File: src/rtl/div_ctrl.sv
// div_ctrl: execute-stage sequencer for the shared iterative unsigned divider.
// Ports: req_* accept side, resp_* result side, div_* divider start/done, flush, busy.
module div_ctrl #(
  parameter int XLEN = 32
) (
  input  logic              clk,
  input  logic              reset,
  input  logic              req_valid,
  output logic              req_ready,
  input  logic [1:0]        req_op,
  input  logic [XLEN-1:0]   req_a,
  input  logic [XLEN-1:0]   req_b,
  input  logic              flush,
  output logic              resp_valid,
  input  logic              resp_ready,
  output logic [XLEN-1:0]   resp_data,
  output logic              busy,
  output logic              div_valid,
  output logic [XLEN-1:0]   div_a,
  output logic [XLEN-1:0]   div_b,
  input  logic              div_done,
  input  logic [2*XLEN-1:0] div_c
);

  typedef enum logic [2:0] {
    IDLE, ISSUE, WAIT, CAPT, RESP, DRAIN
  } state_e;

  localparam logic [XLEN-1:0] MIN_NEG = {1'b1, {(XLEN-1){1'b0}}};
  localparam logic [XLEN-1:0] ONE     = {{(XLEN-1){1'b0}}, 1'b1};

  state_e          state_q, state_d;
  logic [XLEN-1:0] a_q, a_d;
  logic [XLEN-1:0] b_q, b_d;
  logic [XLEN-1:0] res_q, res_d;
  logic            rem_q, rem_d;
  logic            negq_q, negq_d;
  logic            negr_q, negr_d;

  logic            accept;
  logic            sgn, sa, sb, ovf;
  logic [XLEN-1:0] sel;
  logic            neg;

  always_comb begin
    state_d = state_q;
    a_d     = a_q;
    b_d     = b_q;
    res_d   = res_q;
    rem_d   = rem_q;
    negq_d  = negq_q;
    negr_d  = negr_q;
    // op[0] marks the unsigned variants, op[1] selects remainder
    accept  = req_valid && (state_q == IDLE) && !flush;
    sgn     = !req_op[0];
    sa      = sgn & req_a[XLEN-1];
    sb      = sgn & req_b[XLEN-1];
    ovf     = sgn && (req_a == MIN_NEG) && (req_b == '1);
    sel     = rem_q ? div_c[2*XLEN-1:XLEN] : div_c[XLEN-1:0];
    neg     = rem_q ? negr_q : negq_q;
    unique case (state_q)
      IDLE: begin
        if (accept) begin
          rem_d  = req_op[1];
          negq_d = sa ^ sb;
          negr_d = sa;
          if (req_b == '0) begin
            res_d   = req_op[1] ? req_a : '1;
            state_d = RESP;
          end else if (ovf) begin
            res_d   = req_op[1] ? '0 : MIN_NEG;
            state_d = RESP;
          end else begin
            a_d     = sa ? (~req_a + ONE) : req_a;
            b_d     = sb ? (~req_b + ONE) : req_b;
            state_d = ISSUE;
          end
        end
      end
      // the start pulse already left this cycle, so a flush must drain it
      ISSUE: state_d = flush ? DRAIN : WAIT;
      WAIT: begin
        if (flush) begin
          state_d = div_done ? IDLE : DRAIN;
        end else if (div_done) begin
          state_d = CAPT;
        end
      end
      // div_c is only valid one edge after div_done
      CAPT: begin
        if (flush) begin
          state_d = IDLE;
        end else begin
          res_d   = neg ? (~sel + ONE) : sel;
          state_d = RESP;
        end
      end
      RESP: if (flush || resp_ready) state_d = IDLE;
      DRAIN: if (div_done) state_d = IDLE;
      default: state_d = IDLE;
    endcase
  end

  always_ff @(posedge clk) begin
    if (reset) begin
      state_q <= IDLE;
      a_q     <= '0;
      b_q     <= '0;
      res_q   <= '0;
      rem_q   <= 1'b0;
      negq_q  <= 1'b0;
      negr_q  <= 1'b0;
    end else begin
      state_q <= state_d;
      a_q     <= a_d;
      b_q     <= b_d;
      res_q   <= res_d;
      rem_q   <= rem_d;
      negq_q  <= negq_d;
      negr_q  <= negr_d;
    end
  end

  assign req_ready  = (state_q == IDLE);
  assign busy       = (state_q != IDLE);
  assign div_valid  = (state_q == ISSUE);
  assign resp_valid = (state_q == RESP);
  assign resp_data  = res_q;
  assign div_a      = a_q;
  assign div_b      = b_q;

endmodule

File: config.mk
export PLATFORM = sky130hd
export DESIGN_NAME = div_ctrl
export DESIGN_NICKNAME = d
export VERILOG_FILES = /design/src/rtl/div_ctrl.sv
export SDC_FILE = /design/constraint.sdc
export NUM_CORES = 1
export LEC_CHECK = 0
export ABC_AREA = 1
export CAP_MARGIN = 20
export CORE_MARGIN = 2
export CORE_UTILIZATION = 35
export CTS_BUF_LIST = sky130_fd_sc_hd__clkbuf_16
export DETAILED_ROUTE_END_ITERATION = 7
export SLEW_MARGIN = 15
export SYNTH_ARGS = -nofsm -noshare
export SYNTH_HDL_FRONTEND = slang
export SYNTH_SLANG_ARGS = --single-unit
File: constraint.sdc
create_clock -name clk -period 2.29 [get_ports clk]
set_clock_uncertainty 0.2 [all_clocks]
set_input_delay 0.229 -clock clk [delete_from_list [all_inputs] [get_ports clk]]
set_output_delay 0.229 -clock clk [all_outputs]
set_load 0.005 [all_outputs]
# Yosys cells after proc, flatten, opt, wreduce, memory -nomap -nowiden
# Cells that the tools add are included.
# W data, S select, Z words.
[totals] regBits=102 latchBits=0 mem_bits_rw=0 mem_bits_ro=0 in_bits=136 out_inout_bits=100 elab_cells=69 memories=0
[classes] add_sub_neg=3 n_mul=0 div=0 magnitude_cmp=0 n_eq_ne=13 n_shift=0 mux=23 bitwise_logic=8 n_reduce_logical=15
[op_table] op="$mux W32" n=10
[op_table] op="$add A32 B1 Y32 const B" n=3
[op_table] op="$not A32 Y32" n=3
[op_table] op="$eq A32 B32 Y1 const B" n=2
[op_table] op="$pmux W32 S2" n=1
[op_table] op="$logic_not A32 Y1" n=1
[op_table] op="$mux W3" n=10
[op_table] op="$pmux W3 S6" n=1
[op_table] op="$reduce_and A4 Y1" n=3
[op_table] op="$eq A3 B2 Y1 const B" n=2
[op_table] op="$eq A3 B3 Y1 const B" n=2
[op_table] op="$logic_and A1 B1 Y1" n=4
[op_table] op="$ne A2 B1 Y1 const B" n=2
[op_table] op="$ne A2 B2 Y1 const B" n=2
[op_table] op="$eq A3 B1 Y1 const B" n=1
[op_table] op="$logic_not A3 Y1" n=1
[op_table] op="$ne A3 B1 Y1 const B" n=1
[op_table] op="$ne A3 B3 Y1 const B" n=1
[op_table] op="$reduce_bool A3 Y1" n=1
[op_table] op="$and A1 B1 Y1" n=2
[op_table] op="$logic_not A1 Y1" n=2
[op_table] op="$not A1 Y1" n=2
[op_table] op="$reduce_and A2 Y1" n=1
[op_table] op="$reduce_bool A2 Y1" n=1
[op_table] op="3 further kinds" n=3

# Logic depth before layout (Yosys ltp)
[depth] ltp_word=7 depth_mapped=17 mapped_depth_nobuf=15

# Worst setup path after synthesis
# Ideal clock, no wire load.
[synth_timing] path_type="reg-to-reg" start="register rem_q" end="register res_q[16] (netlist: resp_data[16])" setup_ns=0.117 arrival_ns=1.789 required_time_ns=1.973 setup_slack_ns=0.184 path_stages_with_launch=17 n_path_buf=2 period_less_slack_ns=2.106 path_cell_list="dfxtp_1 -> buf_6 -> inv_4 -> buf_6 -> nand2_1 -> nand2_1 -> inv_1 -> ha_1 -> nand3_1 -> nor2_2 -> nand3_1 -> nand2_1 -> nand2_1 -> nand3_1 -> o21ai_0 -> nor2_1 -> nor2_1"
[synth_via] elab_chain_cells=6 word_cells_on_any_way=7 classes_between="add/sub: 1; mux: 5; bitwise: 1"
[synth_lines] element="start: declaration" line_no="36" text="logic rem_q, rem_d;"
[synth_lines] element="start signal: assignment" line_no="118" text="rem_q <= rem_d;"
[synth_lines] element="$mux W32" line_no="59" text="sel = rem_q ? div_c[2*XLEN-1:XLEN] : div_c[XLEN-1:0];"
[synth_lines] element="$not A32 Y32" line_no="94" text="res_d = neg ? (~sel + ONE) : sel;"
[synth_lines] element="$add A32 B1 Y32" line_no="94"
[synth_lines] element="$mux W32 (*)" line_no="94"
[synth_lines] element="$mux W32 (*)" line_no="91" text="if (flush) begin"
[synth_lines] element="$pmux W32 S2 (*)" line_no="61" text="unique case (state_q)"
[synth_lines] element="end signal: assignment" line_no="117" text="res_q <= res_d;"
[synth_lines] element="end: declaration" line_no="35" text="logic [XLEN-1:0] res_q, res_d;"
# Mark *: on every way between the ends. The rest lies on a longest branch, timed or not. The select of a mux whose other input is x is not followed.
# A chain may end at the register's enable or synchronous reset.

# Worst setup path after layout
[layout_timing] start="register state_q[2]" end="output div_valid"
[layout_via] elab_chain_cells=1
[layout_lines] element="start: declaration" line_no="32" text="state_e state_q, state_d;"
[layout_lines] element="start signal: assignment" line_no="114" text="state_q <= state_d;"
[layout_lines] element="$eq A3 B1 Y1" line_no="126" text="assign div_valid = (state_q == ISSUE);"
[layout_lines] element="end: declaration" line_no="18" text="output logic div_valid,"
# No other way between the ends.

==> reports/qor.yml <==
yosys:
  synthMuxAreaShare_pct: 0.127
  synth_edf_count: 0
  netlist_instances: 1307
  yosys.area_share.simple_pct: 39.3
  syn_avg_cell_area_sq_um: 6.03
  ys.flop_type: "dfxtp_1"
  ys_seq_area_share_pct: 25.9
  ys_ff_latch: 102
  yosysWarningCount: 0
  synth-compound-area-share_pct: 18.0
  synthArstFlopShare_pct: 0
  synth-xor-area-share_pct: 4.45
  synthAdderAreaFrac_pct: 0.635
  synthesis.nets: 1447
  ys_types: 45
  synth_area_sq_um: 7880
  synth_top_family_by_area: "simple AND/OR/NAND/NOR gates"
critical_path:
  critPathMaxStageDelay_ns: 0.59
  cp_slowest_cell: "clkdlybuf4s50_1"
  critPathCaptureType: "output port"
  startpoint_type: "flip-flop"
  crit_start: "state_q[2]$_SDFFE_PP0P_"
  reg2regPathDepth: 14
  worstReg2RegEnd: "resp_data[30]$_SDFFE_PP0P_"
  cp_max_fo: 5
  reg2reg_from: "rem_q$_SDFFE_PP0P_"
  cp_cell_sequence: "buf_4 > nor3_1 > clkdlybuf4s50_1"
  cp_num_buf_inv: 2
  path_delay_family: "buffers and inverters"
  path_class: "reg -> out"
  critPathRequiredTime_ns: 1.86
  worstPathArrival_ns: 1.79
  rrSetupSlack_ns: 0.14
worst_hold_path:
  min_from: "req_a[1]"
  whs_endpoint: "div_a[1]$_SDFFE_PP0P_"
  min_path_cells: 5
  hold_class: "in -> reg"
cells_and_area:
  seq_area_sq_um: 2050
  nFillCells: 2205
  drive_above_1_share_pct: 20.1
  fin_nets: 1838
  syn_to_final_growth_pct: 57.1
  stdcell_area_sq_um: 12400
  multi_input_area_sq_um: 5070
  final_core_util_pct: 56.4
global_route:
  grt_overflow: 0
  grt_pass1_vias: 9001
  grt_max_degree: 41
  grt_pass1_wl_mm: 47.3
  antenna_found_initial: 3
  grt_usage_pct: 24.8
power:
  power_frac_comb_pct: 35.6
  p_per_area_nw_per_um2: 451
  power_frac_clock_pct: 28.6
  power_mw: 5.58
  p_int_mw: 3.76
  pwr-share-seq_pct: 35.8
  leakagePower_nw: 5.53
  p_sw_share_pct: 32.6
  p_switching_mw: 1.82
  vdd.ir_drop.worst_mv: 0.362
sta:
  fin_crit_ns: 2.22
  setup-violations-final: 0
  slew_headroom_pct: 71.1
  fmax_mhz: 450
  holdWs_ns: 0.155
  fin_crit_sh_pct: 97.0
  layout_setup_ws_ns: 0.0683
  report.final.hold_viol_count: 0
  worstMarginPinSlew_ns: 0.429
  finalMaxSlewViolations: 0
  rsz0062_at_grt: "yes"
clocking:
  htreeDepth: 3
  cts_tree: "done"
  numCtsBuffers: 9
  clkLatencyLatePin_ns: 0.36
  cts_max_path_buffers: 2
  cts_hold_buffers: 0
  clk_pin_slew_ns: 0.07
  root_buffer: "clkbuf_16"
  cts.sinks: 102
floorplan:
  initial_core_util_pct: 35.9
  rows: 54
  coreArea_sq_um: 22000
  die_x_um: 154
  io_pins: 236
  dieHeight_um: 154
  die_area_sq_um: 23700
placement:
  detailed_place_hpwl_mm: 23.9
  port_buffers: 235
  dpl_cell_area_sq_um: 11800
  gp_congestion: 0.911
  post-place-ws_ns: -0.414
drt:
  vias_per_cell: 4.88
  drt_iter0_drc: 536
  wl_mm: 30.0
  post-route-drc-count: 0
  wl_per_cell_um: 15.1
  dr.pass1.iters: 7
  drtAntennaViolNets: 0
  vias: 9690
job:
  max_cap_violations: 0
outcome:
  status: "complete, no violations"
==> per-layer routing <==
layer	vias up	global-route usage (%)	wire length, um
met2	256	40.6	13600
met5	-	0	0
met4	0	5.56	488
met3	34	5.52	1960
met1	4371	33.2	14000
li1	5029	-	-
==> power groups by stage <==
stage               sequential, mW  combinational, mW  clock (mW)
floorplan                     2.03              0.882           0
global placement              2.04               1.92           0
CTS                           2.00               1.94        1.63
global route                  2.02               2.18        1.70
detailed placement            2.04               1.93           0
finish                        2.00               1.99        1.60
==> cell usage after synthesis (2+ instances only) <==
cell type	n	share of area, %
a21oi_2	2	0.22
clkbuf_1	21	1.0
nor4_1	2	0.16
o211ai_1	7	0.67
or2_2	5	0.40
buf_4	5	0.48
nand3b_1	5	0.48
xnor2_1	8	0.89
a21oi_1	107	6.8
o21bai_1	3	0.29
o21ai_0	123	7.8
nor2_4	7	1.0
dfxtp_1	102	26
buf_6	15	2.1
nor3_2	2	0.25
nand3_1	90	5.7
nand3_2	4	0.51
inv_4	2	0.16
o22ai_1	3	0.24
clkinv_1	2	0.095
xor2_1	32	3.6
inv_2	18	0.86
ha_1	4	0.64
o21ai_1	19	1.2
nor2_2	13	1.0
buf_2	15	0.95
inv_1	123	5.9
nor2_8	2	0.51
nand3_4	4	0.89
nand2_1	345	16
nor3_1	11	0.70
nor2_1	150	7.1
nand2_4	3	0.43
nand4_1	24	1.9
nand2_2	19	1.5
==> cell families (layout without fill, tap and decap cells) <==
kind of cell	Yosys count	after routing
muxes	1	1
buffers and inverters	202	597
xor gates and xnor gates	40	40
other	0	3
DFF	102	102
AOI/OAI and AO/OA	271	271
adders and majority gates	4	4
and+or+nand+nor	687	688
==> registers in the layout, indices dropped and copies added (netlist names) <==
signal and cells:
div_a 32, div_b 32, negq_q 1, negr_q 1, rem_q 1, resp_data 32, state_q 3
==> layout by cell type (no fill, tap or decap), types with 10 or more instances in the layout <==
master           Yosys  routed
nand3_2              4      10
nand2_1            345     336
inv_1              123     119
buf_12               0      13
nor2_1             150     133
nand3_1             90      84
o21ai_0            123     123
a21oi_1            107     106
o21ai_1             19      19
clkdlybuf4s50_1      0     228
buf_4                5     185
clkbuf_16            0      10
nand2_2             19      25
nor3_1              11      10
nor2_2              13      27
nand4_1             24      24
inv_2               18      23
nor2_4               7      10
dfxtp_1            102     101
xor2_1              32      32
==> worst max path at each step <==
| stage | cells after the start | slack, ns | endpoint |
|---|---|---|---|
| floorplan | 16 | 0.18 | resp_data[16]$_SDFFE_PP0P_ |
| finish | 3 | 0.07 | div_valid |
| detailed placement | 15 | -0.41 | resp_data[10]$_SDFFE_PP0P_ |
| CTS | 15 | 0.02 | resp_data[22]$_SDFFE_PP0P_ |
| global placement | 14 | -0.35 | resp_data[31]$_SDFFE_PP0P_ |
| global route | 14 | -0.03 | resp_data[16]$_SDFFE_PP0P_ |
==> tightest hold or removal path, cell delays in order <==
cell and delay [ns]:
dlymetal6s2s_1 0.14, inv_2 0.07, o21ai_0 0.10, nand2_1 0.09, a21oi_1 0.05
==> cell type report <==
class	instances	area share [%]
sequential	102	16.5
multi-input combinational	1004	41.0
antenna	3	0.0606
timing repair buffer	435	32.7
tap	280	2.83
inverter	146	4.49
clock buffer	9	1.82
clock inverter	7	0.586
==> stage by stage <==
step / instances / setup TNS (ns)
floorplan: 1307 / 0
global placement: 1960 / -22.59
detailed placement: 1960 / -28.34
CTS: 1976 / 0
global route: 1983 / -0.124
finish: 1986 / 0
==> repair_timing <==
item | 4_1_cts | 5_1_grt
endpoints found under the setup margin | 21 | 55
pin swaps | 0 | 13
resized for setup | 3 | 52
gates cloned | 0 | 2
setup buffers | 0 | 5
Power figures use the tool's default switching activity.
